[config.mk]
export PLATFORM = sky130hd
export DESIGN_NAME = rd_addr_ctrl
export DESIGN_NICKNAME = d
export VERILOG_FILES = /design/src/rtl/rd_addr_ctrl_pkg.sv /design/src/rtl/rd_stream_fifo.sv /design/src/rtl/rd_addr_ctrl.sv
export SDC_FILE = /design/constraint.sdc
export NUM_CORES = 1
export LEC_CHECK = 0
export CAP_MARGIN = 20
export CORE_MARGIN = 3
export CORE_UTILIZATION = 60
export CTS_CLUSTER_DIAMETER = 100
export DETAILED_ROUTE_END_ITERATION = 12
export DONT_BUFFER_PORTS = 1
export GPL_TIMING_DRIVEN = 0
export PLACE_DENSITY = 0.73
export SLEW_MARGIN = 25
export SYNTH_ARGS = -nofsm -noshare
export SYNTH_HDL_FRONTEND = slang
export SYNTH_HIERARCHICAL = 1
export SYNTH_SLANG_ARGS = --single-unit
[constraint.sdc]
create_clock -name clk -period 5 [get_ports clk]
set_input_delay 0.75 -clock clk [delete_from_list [all_inputs] [get_ports clk]]
set_output_delay 0.75 -clock clk [all_outputs]
set_load 0.05 [all_outputs]
[src/rtl/rd_addr_ctrl_pkg.sv]
// Shared definitions for the capture readout controller: FSM state
// encoding and the supported RAM read latency range.
package rd_addr_ctrl_pkg;

   // Readout FSM states (2-bit encoding shared with the debug readout path)
   typedef enum logic [1:0] {
      ST_IDLE  = 2'd0,
      ST_RUN   = 2'd1,
      ST_DRAIN = 2'd2,
      ST_DONE  = 2'd3
   } rd_state_e;

   // RAM read latency supported by the valid shift register
   localparam int RAM_RD_LAT_MIN = 1;
   localparam int RAM_RD_LAT_MAX = 3;

endpackage

[src/rtl/rd_stream_fifo.sv]
// Synchronous show-ahead FIFO for the readout stream. The head word is
// visible on rd_data whenever vld is high; flush empties it in one cycle.
module rd_stream_fifo #(
   parameter int WIDTH = 33,
   parameter int DEPTH = 4,
   localparam int PW   = $clog2(DEPTH)
) (
   input  logic             clk,
   input  logic             rst,
   input  logic             flush,
   input  logic             wr_en,
   input  logic [WIDTH-1:0] wr_data,
   input  logic             rd_en,
   output logic [WIDTH-1:0] rd_data,
   output logic             vld,
   output logic [PW:0]      count
);

   localparam logic [PW:0] PTR_ONE = 1;
   localparam logic [PW:0] FULL_COUNT = (PW+1)'(DEPTH);

   logic [WIDTH-1:0] mem [DEPTH];
   logic [PW:0]      wr_ptr_q, wr_ptr_d;
   logic [PW:0]      rd_ptr_q, rd_ptr_d;
   logic             wr_fire;
   logic             rd_fire;
   logic             full;

   assign count   = wr_ptr_q - rd_ptr_q;
   assign vld     = (count != '0);
   assign full    = (count == FULL_COUNT);
   assign wr_fire = wr_en && !flush;
   assign rd_fire = rd_en && vld && !flush;
   assign rd_data = mem[rd_ptr_q[PW-1:0]];

   // Pointer update; a flush discards everything, including a same-cycle write
   always_comb begin
      wr_ptr_d = wr_ptr_q;
      rd_ptr_d = rd_ptr_q;
      if (flush) begin
         wr_ptr_d = '0;
         rd_ptr_d = '0;
      end else begin
         if (wr_fire) wr_ptr_d = wr_ptr_q + PTR_ONE;
         if (rd_fire) rd_ptr_d = rd_ptr_q + PTR_ONE;
      end
   end

   // Pointer registers
   always_ff @(posedge clk or posedge rst) begin
      if (rst) begin
         wr_ptr_q <= '0;
         rd_ptr_q <= '0;
      end else begin
         wr_ptr_q <= wr_ptr_d;
         rd_ptr_q <= rd_ptr_d;
      end
   end

   // Storage array; contents need no reset since the pointers gate visibility
   always_ff @(posedge clk) begin
      if (wr_fire) mem[wr_ptr_q[PW-1:0]] <= wr_data;
   end

   // The upstream credit scheme must never push into a full FIFO
   assert property (@(posedge clk) disable iff (rst) !(wr_fire && full && !rd_fire));

endmodule

[src/rtl/rd_addr_ctrl.sv]
// Capture RAM readout controller. Once a capture is complete it reads the
// RAM oldest-first, wrapping at capture_max_addr, and streams the words out
// on a valid/ready interface, pulsing tri_done_rd when the last word leaves.
module rd_addr_ctrl
   import rd_addr_ctrl_pkg::*;
#(
   parameter int DATA_WIDTH = 32,
   parameter int ADDR_WIDTH = 14,
   parameter int RAM_RD_LAT = 1,
   parameter int FIFO_DEPTH = 4
) (
   input  logic                  clk,
   input  logic                  rst,
   input  logic                  rd_start,
   input  logic                  rd_abort,
   input  logic                  tri_done,
   input  logic [ADDR_WIDTH-1:0] read_start_addr,
   input  logic [ADDR_WIDTH-1:0] capture_max_addr,
   output logic                  ram_rd_en,
   output logic [ADDR_WIDTH-1:0] ram_rd_addr,
   input  logic [DATA_WIDTH-1:0] ram_rd_data,
   output logic [DATA_WIDTH-1:0] rd_data,
   output logic                  rd_data_vld,
   input  logic                  rd_data_rdy,
   output logic                  rd_last,
   output logic                  rd_busy,
   output logic                  tri_done_rd
);

   localparam int CW = $clog2(FIFO_DEPTH) + 1;
   localparam logic [ADDR_WIDTH-1:0] ADDR_ONE = 1;
   localparam logic [ADDR_WIDTH:0]   REM_ONE  = 1;
   localparam logic [CW:0]           CREDIT_LIMIT = (CW+1)'(FIFO_DEPTH);

   rd_state_e               state_q, state_d;
   logic [ADDR_WIDTH-1:0]   rd_addr_q, rd_addr_d;
   logic [ADDR_WIDTH-1:0]   max_q, max_d;
   logic [ADDR_WIDTH:0]     remaining_q, remaining_d;
   logic [CW-1:0]           inflight_q, inflight_d;
   logic                    ram_rd_en_q, ram_rd_en_d;
   logic [ADDR_WIDTH-1:0]   ram_rd_addr_q, ram_rd_addr_d;
   logic                    ram_last_q, ram_last_d;
   logic [RAM_RD_LAT-1:0]   vld_sr_q, vld_sr_d;
   logic [RAM_RD_LAT-1:0]   last_sr_q, last_sr_d;

   logic [ADDR_WIDTH-1:0]   start_addr;
   logic [ADDR_WIDTH-1:0]   cur_addr;
   logic [ADDR_WIDTH-1:0]   cur_max;
   logic [ADDR_WIDTH:0]     cur_rem;
   logic                    try_issue;
   logic                    issue;
   logic                    abort_now;
   logic                    credit_ok;
   logic [CW:0]             credit_used;
   logic                    exit_vld;
   logic                    last_pop;

   logic [CW-1:0]           fifo_count;
   logic                    fifo_vld;
   logic [DATA_WIDTH:0]     fifo_rd_data;

   assign abort_now   = rd_abort && ((state_q == ST_RUN) || (state_q == ST_DRAIN));
   assign credit_used = {1'b0, inflight_q} + {1'b0, fifo_count};
   assign credit_ok   = (credit_used < CREDIT_LIMIT);
   assign exit_vld    = vld_sr_q[RAM_RD_LAT-1];
   assign last_pop    = fifo_vld && rd_data_rdy && fifo_rd_data[DATA_WIDTH];
   assign start_addr  = (read_start_addr > capture_max_addr) ? '0 : read_start_addr;

   // Next-state, address/remaining counters, credit and latency tracking.
   // The first read is issued in the start cycle itself so that ram_rd_en
   // rises one cycle after rd_start; the start cycle therefore loads the
   // counters with the first issue already applied.
   always_comb begin
      state_d       = state_q;
      rd_addr_d     = rd_addr_q;
      max_d         = max_q;
      remaining_d   = remaining_q;
      ram_rd_en_d   = 1'b0;
      ram_rd_addr_d = ram_rd_addr_q;
      ram_last_d    = 1'b0;
      vld_sr_d      = RAM_RD_LAT'({vld_sr_q, ram_rd_en_q});
      last_sr_d     = RAM_RD_LAT'({last_sr_q, ram_last_q});
      cur_addr      = rd_addr_q;
      cur_max       = max_q;
      cur_rem       = remaining_q;
      try_issue     = 1'b0;
      issue         = 1'b0;

      case (state_q)
         ST_IDLE: begin
            if (rd_start && tri_done && !rd_abort) begin
               cur_addr  = start_addr;
               cur_max   = capture_max_addr;
               cur_rem   = {1'b0, capture_max_addr} + REM_ONE;
               try_issue = 1'b1;
               state_d   = ST_RUN;
            end
         end
         ST_RUN: begin
            if (rd_abort) state_d = ST_IDLE;
            else          try_issue = 1'b1;
         end
         ST_DRAIN: begin
            if (rd_abort)      state_d = ST_IDLE;
            else if (last_pop) state_d = ST_DONE;
         end
         ST_DONE: begin
            state_d = ST_IDLE;
         end
         default: begin
            state_d = ST_IDLE;
         end
      endcase

      if (try_issue) begin
         max_d       = cur_max;
         rd_addr_d   = cur_addr;
         remaining_d = cur_rem;
         if (credit_ok) begin
            issue         = 1'b1;
            ram_rd_en_d   = 1'b1;
            ram_rd_addr_d = cur_addr;
            rd_addr_d     = (cur_addr == cur_max) ? '0 : cur_addr + ADDR_ONE;
            remaining_d   = cur_rem - REM_ONE;
            ram_last_d    = (cur_rem == REM_ONE);
            if (cur_rem == REM_ONE) state_d = ST_DRAIN;
         end
      end

      if (abort_now) begin
         vld_sr_d   = '0;
         last_sr_d  = '0;
         inflight_d = '0;
      end else begin
         inflight_d = inflight_q + CW'(issue) - CW'(exit_vld);
      end
   end

   // State and counter registers
   always_ff @(posedge clk or posedge rst) begin
      if (rst) begin
         state_q       <= ST_IDLE;
         rd_addr_q     <= '0;
         max_q         <= '0;
         remaining_q   <= '0;
         inflight_q    <= '0;
         ram_rd_en_q   <= 1'b0;
         ram_rd_addr_q <= '0;
         ram_last_q    <= 1'b0;
         vld_sr_q      <= '0;
         last_sr_q     <= '0;
      end else begin
         state_q       <= state_d;
         rd_addr_q     <= rd_addr_d;
         max_q         <= max_d;
         remaining_q   <= remaining_d;
         inflight_q    <= inflight_d;
         ram_rd_en_q   <= ram_rd_en_d;
         ram_rd_addr_q <= ram_rd_addr_d;
         ram_last_q    <= ram_last_d;
         vld_sr_q      <= vld_sr_d;
         last_sr_q     <= last_sr_d;
      end
   end

   rd_stream_fifo #(
      .WIDTH (DATA_WIDTH + 1),
      .DEPTH (FIFO_DEPTH)
   ) u_fifo (
      .clk     (clk),
      .rst     (rst),
      .flush   (abort_now),
      .wr_en   (exit_vld),
      .wr_data ({last_sr_q[RAM_RD_LAT-1], ram_rd_data}),
      .rd_en   (rd_data_rdy),
      .rd_data (fifo_rd_data),
      .vld     (fifo_vld),
      .count   (fifo_count)
   );

   assign ram_rd_en   = ram_rd_en_q;
   assign ram_rd_addr = ram_rd_addr_q;
   assign rd_data_vld = fifo_vld;
   assign rd_data     = fifo_vld ? fifo_rd_data[DATA_WIDTH-1:0] : '0;
   assign rd_last     = fifo_vld && fifo_rd_data[DATA_WIDTH];
   assign rd_busy     = (state_q == ST_RUN) || (state_q == ST_DRAIN);
   assign tri_done_rd = (state_q == ST_DONE);

   // Configuration sanity: latency within the shift register range and a
   // power-of-two FIFO large enough to cover the read pipeline
   assert property (@(posedge clk)
      (RAM_RD_LAT >= RAM_RD_LAT_MIN) && (RAM_RD_LAT <= RAM_RD_LAT_MAX) &&
      (FIFO_DEPTH >= RAM_RD_LAT + 1) && ((FIFO_DEPTH & (FIFO_DEPTH - 1)) == 0));

endmodule
==> results of run 1 <==
[metal layers]
| layer | up-vias | GRT usage | routed length (um) |
|---|---|---|---|
| li1 | 3059 | - | - |
| met1 | 3400 | 0.355 | 10100 |
| met2 | 301 | 0.484 | 13100 |
| met3 | 50 | 0.0658 | 2240 |
| met4 | 0 | 0.0876 | 619 |
| met5 | - | 0 | 0 |
[sequential cells by signal (all words and copies together) (netlist names)]
register / count
ram_last_q: 1
u_fifo/wr_ptr_q: 3
ram_rd_addr: 14
last_sr_q: 1
u_fifo/mem: 132
inflight_q: 3
state_q: 2
exit_vld: 1
ram_rd_en: 1
remaining_q: 15
u_fifo/rd_ptr_q: 3
max_q: 14
rd_addr_q: 14
[stage by stage]
| stage | std cells | util | cell area (um2) | power (W) | setup WS, ns |
|---|---|---|---|---|---|
| detailed placement | 1038 | 0.640 | 10700 | 0.00586 | 0.373 |
| floorplan | 813 | - | 10300 | 0.00523 | 1.19 |
| finish | 1074 | 0.681 | 11400 | 0.00741 | 0.526 |
| CTS | 1074 | 0.681 | 11400 | 0.00744 | 0.543 |
| global route | 1074 | 0.681 | 11400 | 0.00778 | 0.283 |
| global placement | 1033 | 0.632 | 10600 | 0.00575 | 0.421 |
[worst max-delay path, delay by kind of cell, from the launching register on]
| kind | cells | cell delay [ns] |
|---|---|---|
| adders and majority gates | 6 | 1.86 |
| and+or+nand+nor | 4 | 0.75 |
| buffers and inverters | 5 | 0.87 |
| xor gates and xnor gates | 2 | 0.46 |
| DFF | 1 | 0.41 |
[power groups by stage]
stage               clock network, W  registers, W  logic [W]
finish                       0.00156       0.00251    0.00334
global route                 0.00165       0.00254    0.00358
CTS                          0.00158       0.00251    0.00335
detailed placement                 0       0.00254    0.00332
global placement                   0       0.00252    0.00323
floorplan                          0       0.00245    0.00278
[layout make-up]
| class | instances | area [um2] | area share |
|---|---|---|---|
| inverter | 37 | 141 | 0.0124 |
| timing repair buffer | 5 | 130 | 0.0114 |
| sequential | 204 | 5770 | 0.507 |
| multi-input combinational | 535 | 4190 | 0.369 |
| clock inverter | 8 | 121 | 0.0107 |
| tap | 220 | 275 | 0.0242 |
| buffer | 37 | 189 | 0.0166 |
| clock buffer | 28 | 562 | 0.0494 |
[cell families after synthesis]
logic type | Yosys count | share of synthesized area
AO/OA/AOI/OAI | 132 | 0.0935
XOR/XNOR | 51 | 0.0449
adder cells (fa/ha/maj) | 34 | 0.0428
buffers and inverters | 74 | 0.0319
flip-flops | 204 | 0.561
multiplexers | 48 | 0.0877
AND/OR/NAND/NOR | 270 | 0.138
[cells in the final DEF (no fill, tap or decap), types with 19 or more instances in the layout]
cell	n
sky130_fd_sc_hd__edfxtp_1	132
sky130_fd_sc_hd__nand2_1	94
sky130_fd_sc_hd__dfrtp_1	72
sky130_fd_sc_hd__and2_1	42
sky130_fd_sc_hd__nor2_1	38
sky130_fd_sc_hd__inv_1	36
sky130_fd_sc_hd__xnor2_1	33
sky130_fd_sc_hd__mux4_2	33
sky130_fd_sc_hd__ha_1	32
sky130_fd_sc_hd__o21ai_0	30
sky130_fd_sc_hd__a21oi_1	23
sky130_fd_sc_hd__clkbuf_1	22
sky130_fd_sc_hd__clkbuf_16	21
sky130_fd_sc_hd__nor3_1	19
[path summary, 6_finish.rpt]
check	start	endpoint	cells after the start
setup / recovery	u_fifo/wr_ptr_q[0]	inflight_q[2]	17
hold / removal	rst	remaining_q[11]	1
setup reg to reg	u_fifo/wr_ptr_q[0]	inflight_q[2]	17
hold reg to reg	remaining_q[3]	remaining_q[3]	2
max in group asynchronous	rst	rd_addr_q[4]	2
min in group clk	ram_rd_data[7]	u_fifo/mem[1][7]	0
==> impl_results.rst, run 1 <==
.. list-table::
   :header-rows: 1

   * - Metric
     - Value
   * - Outcome
     - finished clean
   * - Antenna fix cells
     - 0
   * - Worst hold path type
     - in2async
   * - Worst path slowest cell
     - sky130_fd_sc_hd__fa_1
   * - Slew at the pin with the worst max-slew slack
     - between 1 and 1.5 ns
   * - Total of endpoints with negative setup slack in the final report
     - 0
   * - Buffer cell driving the clock tree root
     - sky130_fd_sc_hd__clkbuf_16
   * - Post-route minimum period
     - 4.47 ns
   * - Quantity of I/O buffers inserted on ports
     - 0
   * - Total routed wirelength
     - 26100 um
   * - Switching power of the nets
     - 0.00334 W
   * - Antenna violations before repair
     - 0
   * - Number of iterations in the first detailed-routing pass
     - 5
   * - Warning count from the yosys run
     - 6
   * - Register bit total from synthesis
     - 204
   * - Number of levels the H-tree was split into
     - 1
   * - Total number of vias
     - 6810
   * - Clk network pwr share
     - 0.210
   * - Kind of start point of the critical path
     - register
   * - Most frequent cell on the critical path
     - sky130_fd_sc_hd__ha_1
   * - Leading cell types by total area after synthesis
     - sky130_fd_sc_hd__edfxtp_1 39%, sky130_fd_sc_hd__dfrtp_1 18%, sky130_fd_sc_hd__mux4_2 7.2%, sky130_fd_sc_hd__ha_1 3.9%, sky130_fd_sc_hd__nand2_1 3.4%
   * - Average detailed-routed wire length per instance
     - 24.3 um
   * - Nets@finish
     - 941
   * - Fraction of final layout cells sized beyond drive strength 1
     - 0.139
   * - Via count of the first global-routing pass
     - 6974
   * - Post-synthesis cell type with the largest combined area
     - sky130_fd_sc_hd__edfxtp_1
   * - First-iteration detailed-routing DRC count
     - ~560
   * - Crit path arrival time
     - around 4.8 ns
   * - Worst R2R Setup Slack
     - 0.53 ns
   * - GRT Resource Usage Total
     - 0.281
   * - Most common cell in the synthesized netlist
     - sky130_fd_sc_hd__edfxtp_1
   * - Count of fill cells added during filler insertion
     - ~1200
   * - RSZ-0062 raised after global routing
     - no
   * - Hold WS
     - 0.0783 ns
   * - Dominant register cell in the synthesized netlist
     - sky130_fd_sc_hd__edfxtp_1
   * - Detailed-route DRC error count
     - 0
   * - Maximum fanout along the worst path
     - 10
   * - WP data required
     - approximately 5.4 ns
   * - Count of standard-cell rows
     - 47
   * - Post-synth EDFFs
     - 132
   * - Power density normalized to cell area
     - 651 nW/um2
   * - Cell area after synthesis
     - 10300 um2
   * - Max-Cap Viols
     - 0
   * - Class of the most critical setup path
     - reg2reg
   * - Worst IR drop on VDD
     - 0.420 mV
   * - Gpl congestion
     - 0.960
   * - Routed vias/inst
     - 6.34
   * - TNS Setup
     - 0 ns
   * - Relative area change from synthesis to final layout
     - 10.7%
   * - Effective utilization at floorplan
     - 0.616
   * - Fin crit share
     - 0.895
   * - Net switching share of the total power
     - 0.450
   * - Placeable core region
     - 16700 um2
   * - Power Internal
     - 0.00407 W
   * - Detailed Place HPWL
     - 18700 um
   * - Number of top-level pins
     - about 120
   * - Post-cts gate resize count
     - 0
   * - Setup clock skew after layout
     - ~0.011 ns
   * - Antenna violation net count after detailed routing
     - 0
   * - Hold Violations, Final
     - 0
   * - Reg power frac
     - 0.339
   * - Post-CTS Hold Buffers
     - 0
   * - Tightest slew margin relative to the limit
     - 0.254
   * - Mapped Avg Cell Area
     - 12.6 um2
   * - Die ar.
     - 18700 um2
   * - CP peak stage delay
     - about 0.43 ns
   * - Number of distinct library cells after synthesis
     - 77
   * - Synth cell count leaders
     - 132 x sky130_fd_sc_hd__edfxtp_1, 94 x sky130_fd_sc_hd__nand2_1, 72 x sky130_fd_sc_hd__dfrtp_1, 46 x sky130_fd_sc_hd__and2_1, 38 x sky130_fd_sc_hd__nor2_1
   * - Chip height
     - 137 um
   * - Largest net degree at the start of global routing
     - 52
   * - CTS max path bufs
     - 3
   * - Clock latency at the later pin of the worst-skew pair
     - 0.48 ns
   * - Clock-pin slew on the worst setup and hold paths
     - 0.06 ns
   * - Clock sink total
     - 204
   * - TritonCTS clock tree
     - yes
   * - Slew Viols, Final
     - 0
   * - Share of the synthesized area in the top cell type
     - 0.386
   * - Leak
     - 4.21 nW
   * - Upper clock frequency limit
     - 224 MHz
   * - Cell count after synthesis
     - 813
   * - Crit. End Element
     - register
   * - Global-route wire length before repair
     - 39800 um
   * - Comb pwr share
     - 0.451
   * - Number of buffers added by the clock tree synthesis step
     - 21
   * - Cell Chain, Critical Path
     - inv_1 -> ha_1 -> fa_1 -> xnor3_2 -> inv_1 -> ha_1 -> nor3_1 -> and2_1 -> clkbuf_1 -> nand2_1 -> clkbuf_1 -> ha_1 -> inv_1 -> ha_1 -> fa_1 -> xnor2_1 -> nor2_1
   * - Die outline width
     - 137 um
   * - Post-CTS setup buffers
     - 0
   * - Congestion Overflow GR
     - 0
   * - Share of flip-flops with an asynchronous set or reset after synthesis
     - 0.353
   * - Proportion of synthesized chip area in sequential cells
     - 0.561
   * - Number of nets in the synthesized netlist
     - 913
Note: power is estimated with default switching activity, not from simulation.
==> run 2, diff against run 1 <==
CORE_UTILIZATION = 58   (was 60)
clock period = 4.1 ns   (was 5 ns; I/O delays follow)
==> run 2 against run 1 <==
  * Register-to-register slack got worse by 0.35 ns
  * Design area is 0.26% higher
  * Hold slack better by 0.14 ns
  * Highest routed layer unchanged
  * Critical path depth shrank 1
  * Setup slack worse by 0.35 ns
  * Largest power group unchanged
  * Critical path type unchanged
  * Fmax increased by 14%
  * First-iteration DRC count is 0.18% lower
  * Core utilization is 2.2 points lower
==> impl_results.rst, run 2 (synthesis gave the netlist of run 1 again) <==
.. list-table::
   :header-rows: 1

   * - Metric
     - Value
   * - Outcome
     - finished clean
   * - Effective utilization at floorplan
     - 0.594
   * - CTS max path bufs
     - 3
   * - Count of fill cells added during filler insertion
     - 1287
   * - Antenna violation net count after detailed routing
     - 0
   * - Worst R2R Setup Slack
     - around 0.17 ns
   * - Tightest slew margin relative to the limit
     - 0.334
   * - Nets@finish
     - 941
   * - Largest net degree at the start of global routing
     - 41
   * - Max-Cap Viols
     - 0
   * - Number of levels the H-tree was split into
     - 1
   * - Global-route wire length before repair
     - roughly 41000 um
   * - Worst IR drop on VDD
     - about 0.66 mV
   * - Hold_sp
     - ram_rd_data[5]
   * - Chip height
     - 139 um
   * - Hold EP
     - u_fifo/mem[3][5]
   * - Class of the most critical setup path
     - reg2reg
   * - First-iteration detailed-routing DRC count
     - 563
   * - Highest-count cells in the layout ignoring fill and taps
     - 132 x sky130_fd_sc_hd__edfxtp_1, 93 x sky130_fd_sc_hd__nand2_1, 72 x sky130_fd_sc_hd__dfrtp_1
   * - Hold Violations, Final
     - 0
   * - Number of buffers added by the clock tree synthesis step
     - 20
   * - Buffer cell driving the clock tree root
     - sky130_fd_sc_hd__clkbuf_16
   * - TritonCTS clock tree
     - yes
   * - Fin crit share
     - 0.958
   * - Congestion Overflow GR
     - 0
   * - Antenna fix cells
     - 0
   * - Maximum fanout along the worst path
     - 10
   * - Average detailed-routed wire length per instance
     - ~24 um
   * - GRT Resource Usage Total
     - 0.272
   * - Placeable core region
     - 17300 um2
   * - Crit Reg-Reg Endpoint
     - inflight_q[2]
   * - Quantity of I/O buffers inserted on ports
     - 0
   * - Total routed wirelength
     - 26300 um
   * - Total of endpoints with negative setup slack in the final report
     - 0
   * - Routed vias/inst
     - 6.36
   * - Slew Viols, Final
     - 0
   * - Relative area change from synthesis to final layout
     - 11.0%
   * - Final std cell area, no fill
     - 11400 um2
   * - Count of standard-cell rows
     - 48
   * - Reg2reg start
     - u_fifo/wr_ptr_q[0]
   * - Kind of start point of the critical path
     - register
   * - Hold WS
     - 0.220 ns
   * - Crit. End Element
     - register
   * - Detailed Place HPWL
     - 19100 um
   * - Via count of the first global-routing pass
     - around 7100
   * - Setup clock skew after layout
     - approximately 0.014 ns
   * - Die ar.
     - 19400 um2
   * - Slew at the pin with the worst max-slew slack
     - 0.991 ns
   * - Post-route minimum period
     - 3.93 ns
   * - Antenna violations before repair
     - 0
   * - Number of flip-flops under the largest register name
     - 132
   * - Clock-pin slew on the worst setup and hold paths
     - 0.07 ns
   * - Fraction of final layout cells sized beyond drive strength 1
     - 0.150
   * - Number of top-level pins
     - 117
   * - Number of cells traversed by the worst register-to-register path
     - 16
   * - Gpl congestion
     - 0.935
   * - Crit path arrival time
     - roughly 4.3 ns
   * - Leak
     - 4.22 nW
   * - TNS Setup
     - 0 ns
   * - Worst hold path type
     - in2reg
   * - Most common cell after layout, fill and taps aside
     - sky130_fd_sc_hd__edfxtp_1
   * - Total chip power
     - a little over 0.009 W
   * - Detailed-route DRC error count
     - 0
   * - Clock latency at the later pin of the worst-skew pair
     - 0.49 ns
   * - Worst Hold Path Cells
     - 0
   * - Area after detailed placement
     - between 10000 and 15000 um2
   * - Die outline width
     - 139 um
   * - Clock sink total
     - a little over 200
   * - Number of iterations in the first detailed-routing pass
     - 5
   * - Total number of vias
     - 6867
   * - Power density normalized to cell area
     - 801 nW/um2
   * - Upper clock frequency limit
     - 255 MHz
   * - WP data required
     - around 4.5 ns
-- run 2: worst max-delay path, cell delays in order (launching register included) --
cell and delay, ns:
sky130_fd_sc_hd__dfrtp_1 0.42, sky130_fd_sc_hd__inv_1 0.12, sky130_fd_sc_hd__ha_1 0.24, sky130_fd_sc_hd__fa_1 0.42, sky130_fd_sc_hd__xnor3_2 0.30, sky130_fd_sc_hd__inv_1 0.06, sky130_fd_sc_hd__ha_1 0.28, sky130_fd_sc_hd__nor3_2 0.22
sky130_fd_sc_hd__and2_4 0.22, sky130_fd_sc_hd__nand2_2 0.12, sky130_fd_sc_hd__clkbuf_4 0.24, sky130_fd_sc_hd__ha_1 0.30, sky130_fd_sc_hd__inv_1 0.04, sky130_fd_sc_hd__ha_1 0.19, sky130_fd_sc_hd__fa_1 0.39, sky130_fd_sc_hd__xnor2_1 0.19
sky130_fd_sc_hd__nor2_1 0.07
-- run 2: layer usage --
metal  global-route usage  up-vias  wire [um]
li1                     -     3063          -
met1                0.348     3461      10400
met2                0.470      289      13300
met3               0.0583       54       1960
met4               0.0824        0        656
met5                    0        -          0
-- run 2: worst max path at each step --
stage	startpoint	endpoint	slack [ns]	cells after the start
after floorplan	u_fifo/wr_ptr_q[0]	inflight_q[2]	0.29	17
after global placement	rd_abort	inflight_q[1]	-0.26	13
after detailed placement	u_fifo/wr_ptr_q[0]	inflight_q[2]	-0.42	17
after CTS	u_fifo/wr_ptr_q[0]	inflight_q[2]	0.08	16
after global routing	u_fifo/wr_ptr_q[0]	inflight_q[2]	-0.002	16
final	u_fifo/wr_ptr_q[0]	inflight_q[2]	0.17	16
-- run 2: cell type report --
cell class	instances	area (um2)	share of cell area
repair buffers	8	125	0.0110
inverters	37	141	0.0124
multi-input cells	535	4210	0.369
clock inverters	10	136	0.0120
plain buffers	35	185	0.0162
flip-flops and latches	204	5770	0.505
well taps	225	282	0.0247
clock buffers	26	564	0.0495
-- run 2: where the power goes --
part           leakage [nW]  total, W  switching [W]  internal (W)
clock                 0.339   0.00194       0.000767       0.00117
sequential             2.11   0.00305       0.000465       0.00259
combinational          1.77   0.00415        0.00287       0.00129
total                  4.22   0.00914        0.00410       0.00504
-- run 2: what timing repair did --
item | CTS | global route
buffers inserted | 0 | 2
pin swaps | 0 | 1
hold buffers | 1 | 0
endpoints found under the setup margin | 23 | 2
resized for setup | 5 | 2
endpoints found under the hold margin | 32 | 0
-- run 2: through the flow --
step,util,instances,setup slack [ns]
final,0.660,1080,0.173
after global placement,0.611,1038,-0.262
after floorplan,-,813,0.288
after CTS,0.658,1078,0.0755
after detailed placement,0.617,1043,-0.419
after global routing,0.660,1080,-0.00237
==> run 3, diff against run 2 <==
CTS_BUF_LIST = sky130_fd_sc_hd__clkbuf_4 sky130_fd_sc_hd__clkbuf_8 sky130_fd_sc_hd__clkbuf_16   (was default)
GPL_TIMING_DRIVEN = default   (was 0)
SKIP_LAST_GASP = 1   (was default)
==> run 3 against run 2 <==
  * Highest routed layer unchanged
  * Flip-flop and latch count unchanged
  * Register-to-register slack improved by 0.18 ns
  * Hold slack worse by 0.090 ns
  * Via count decreased by 2.1%
  * Fmax up 4.7%
  * Total power is 16% higher
  * Setup slack better by 0.18 ns
  * Clock power up 8%
  * Design area up 4.9%
==> impl_results.rst, run 3 (synthesis gave the netlist of run 1 again) <==
.. list-table::
   :header-rows: 1

   * - Metric
     - Value
   * - Outcome
     - finished clean
   * - Critical path buffer and inverter count
     - 3
   * - Post-route minimum period
     - 3.75 ns
   * - TritonCTS clock tree
     - yes
   * - Maximum fanout along the worst path
     - 7
   * - Register cell area after layout
     - 5770 um2
   * - Clock sink total
     - 204
   * - Worst path slowest cell
     - sky130_fd_sc_hd__dfrtp_1
   * - Fraction of final layout cells sized beyond drive strength 1
     - 0.180
   * - Total number of vias
     - 6725
   * - Max-Cap Viols
     - 0
   * - Detailed-route DRC error count
     - 0
   * - Slew Viols, Final
     - 0
   * - Detailed Place HPWL
     - ~17000 um
   * - Via count of the first global-routing pass
     - around 7000
   * - Relative area change from synthesis to final layout
     - 16.4%
   * - Worst hold path type
     - in2async
   * - Clk network pwr share
     - 0.198
   * - Hold Violations, Final
     - 0
   * - Reg power frac
     - 0.287
   * - WP data required
     - 4.46 ns
   * - TNS Setup
     - 0 ns
   * - Leak
     - 4.49 nW
   * - CP peak stage delay
     - 0.43 ns
   * - Total of endpoints with negative setup slack in the final report
     - 0
   * - Largest delay contributor family on the critical path
     - adder cells
   * - Comb pwr share
     - 0.515
   * - Post-CTS Hold Buffers
     - 1
   * - Power Internal
     - around 0.0063 W
   * - Cell Chain, Critical Path
     - inv_1 -> ha_1 -> fa_1 -> xnor3_2 -> inv_1 -> ha_1 -> nor3_1 -> and2_1 -> nand2_1 -> ha_1 -> inv_1 -> ha_1 -> fa_1 -> xnor2_1 -> nor2_1
   * - Die ar.
     - 19400 um2
   * - Class of the most critical setup path
     - reg2reg
   * - Chip height
     - 139 um
   * - Upper clock frequency limit
     - 267 MHz
   * - Die outline width
     - 139 um
   * - Number of top-level pins
     - 117
   * - Nets@finish
     - 954
   * - Kind of start point of the critical path
     - register
   * - Tightest slew margin relative to the limit
     - 0.478
   * - Post-cts gate resize count
     - 0
   * - CTS max path bufs
     - 3
   * - Number of flip-flops under the largest register name
     - 132
   * - Most frequent cell on the critical path
     - sky130_fd_sc_hd__ha_1
   * - Antenna violation net count after detailed routing
     - 0
   * - Gpl congestion
     - ~0.86
   * - Worst IR drop on VDD
     - 0.983 mV
   * - Post-CTS setup buffers
     - 0
   * - First-iteration detailed-routing DRC count
     - 400
   * - Highest-count cells in the layout ignoring fill and taps
     - 132 x sky130_fd_sc_hd__edfxtp_1, 94 x sky130_fd_sc_hd__nand2_1, 71 x sky130_fd_sc_hd__dfrtp_1
   * - Antenna fix cells
     - 0
   * - Most common cell after layout, fill and taps aside
     - sky130_fd_sc_hd__edfxtp_1
   * - Power density normalized to cell area
     - 886 nW/um2
   * - Worst Setup Slack post-DPL
     - ~0.30 ns
   * - Clock-pin slew on the worst setup and hold paths
     - 0.06 ns
   * - Slew at the pin with the worst max-slew slack
     - 0.782 ns
   * - Fin crit share
     - 0.915
   * - Count of fill cells added during filler insertion
     - around 1200
   * - Largest net degree at the start of global routing
     - 43
   * - Crit. End Element
     - register
   * - Number of buffers added by the clock tree synthesis step
     - 23
   * - Antenna violations before repair
     - 0
   * - GRT Resource Usage Total
     - 0.260
   * - Switching power of the nets
     - 0.00434 W
   * - Placeable core region
     - 17300 um2
   * - Quantity of I/O buffers inserted on ports
     - 0
   * - Hold WS
     - 0.130 ns
   * - Effective utilization at floorplan
     - 0.594
   * - Count of standard-cell rows
     - 48
   * - Buffer cell driving the clock tree root
     - sky130_fd_sc_hd__clkbuf_16
   * - Area occupied by multi-input gates
     - 4190 um2
   * - Setup clock skew after layout
     - approximately 0.015 ns
   * - Crit path arrival time
     - 4.11 ns
   * - Congestion Overflow GR
     - 0
   * - Number of iterations in the first detailed-routing pass
     - 6
   * - Total routed wirelength
     - 25000 um
   * - RSZ-0062 raised after global routing
     - no
   * - Net switching share of the total power
     - 0.409
   * - Final setup margin
     - 0.350 ns
   * - Routed vias/inst
     - 6.14
   * - Global-route wire length before repair
     - 39800 um
   * - Clock latency at the later pin of the worst-skew pair
     - 0.50 ns
   * - Number of levels the H-tree was split into
     - 1
   * - Average detailed-routed wire length per instance
     - ~23 um
   * - Core occupancy in the finished layout
     - 0.692
==> run 3: changes by cell type in the layout (fill, tap and decap cells not counted), moves of 2 or more <==
cell | before | now
sky130_fd_sc_hd__clkbuf_16 | 21 | 23
sky130_fd_sc_hd__clkbuf_4 | 1 | 5
sky130_fd_sc_hd__clkinvlp_4 | 1 | 3
sky130_fd_sc_hd__clkinv_2 | 1 | 3
sky130_fd_sc_hd__and2_1 | 41 | 46
sky130_fd_sc_hd__buf_2 | 13 | 0
sky130_fd_sc_hd__and2_2 | 4 | 0
sky130_fd_sc_hd__buf_6 | 3 | 0
sky130_fd_sc_hd__clkbuf_1 | 16 | 0
sky130_fd_sc_hd__buf_12 | 5 | 32
sky130_fd_sc_hd__buf_4 | 5 | 20
sky130_fd_sc_hd__buf_1 | 2 | 0
==> run 3: layer usage <==
metal | routed length, um | GRT usage | vias to the layer above
met5 | 0 | 0 | -
met4 | 630 | 0.0742 | 0
met3 | 2150 | 0.0693 | 42
met2 | 12600 | 0.442 | 256
met1 | 9610 | 0.333 | 3342
li1 | - | - | 3085
==> run 3: power groups by stage <==
stage | combinational, W | clock [W] | sequential, W
after global routing | 0.00579 | 0.00222 | 0.00309
after floorplan | 0.00339 | 0 | 0.00299
after detailed placement | 0.00544 | 0 | 0.00308
after global placement | 0.00535 | 0 | 0.00305
final | 0.00546 | 0.00210 | 0.00305
after CTS | 0.00551 | 0.00213 | 0.00305
==> run 3: worst paths after layout <==
path | to | from | slack, ns | cells after the start
max | inflight_q[2] | u_fifo/wr_ptr_q[0] | 0.35 | 15
min | exit_vld | rst | 0.13 | 1
max reg2reg | inflight_q[2] | u_fifo/wr_ptr_q[0] | 0.35 | 15
min reg2reg | last_sr_q | ram_last_q | 0.48 | 1
max in group asynchronous | max_q[2] | rst | 3.14 | 2
min in group clk | u_fifo/mem[1][27] | ram_rd_data[27] | 0.21 | 0
==> run 3: cell type report <==
type	instances	area share
Clock inverter	11	0.0120
Multi-Input combinational cell	535	0.350
Timing Repair Buffer	53	0.0669
Sequential cell	204	0.482
Inverter	37	0.0117
Clock buffer	30	0.0535
Tap cell	225	0.0235
==> run 3: worst register-to-register path: cells and delay by family, from the launching register on <==
| kind | cells | cell delay (ns) |
|---|---|---|
| adders and majority gates | 6 | 1.79 |
| xor gates and xnor gates | 2 | 0.46 |
| DFF | 1 | 0.43 |
| and+or+nand+nor | 4 | 0.73 |
| buffers and inverters | 3 | 0.22 |
==> run 3: per-stage QoR <==
step	instance area [um2]	power [W]	cells
6_report	12000	0.0106	1095
5_1_grt	12000	0.0111	1095
4_1_cts	12000	0.0107	1095
3_5_place_dp	11200	0.00852	1053
3_3_place_gp	11200	0.00840	1053
2_1_floorplan	10300	0.00638	813
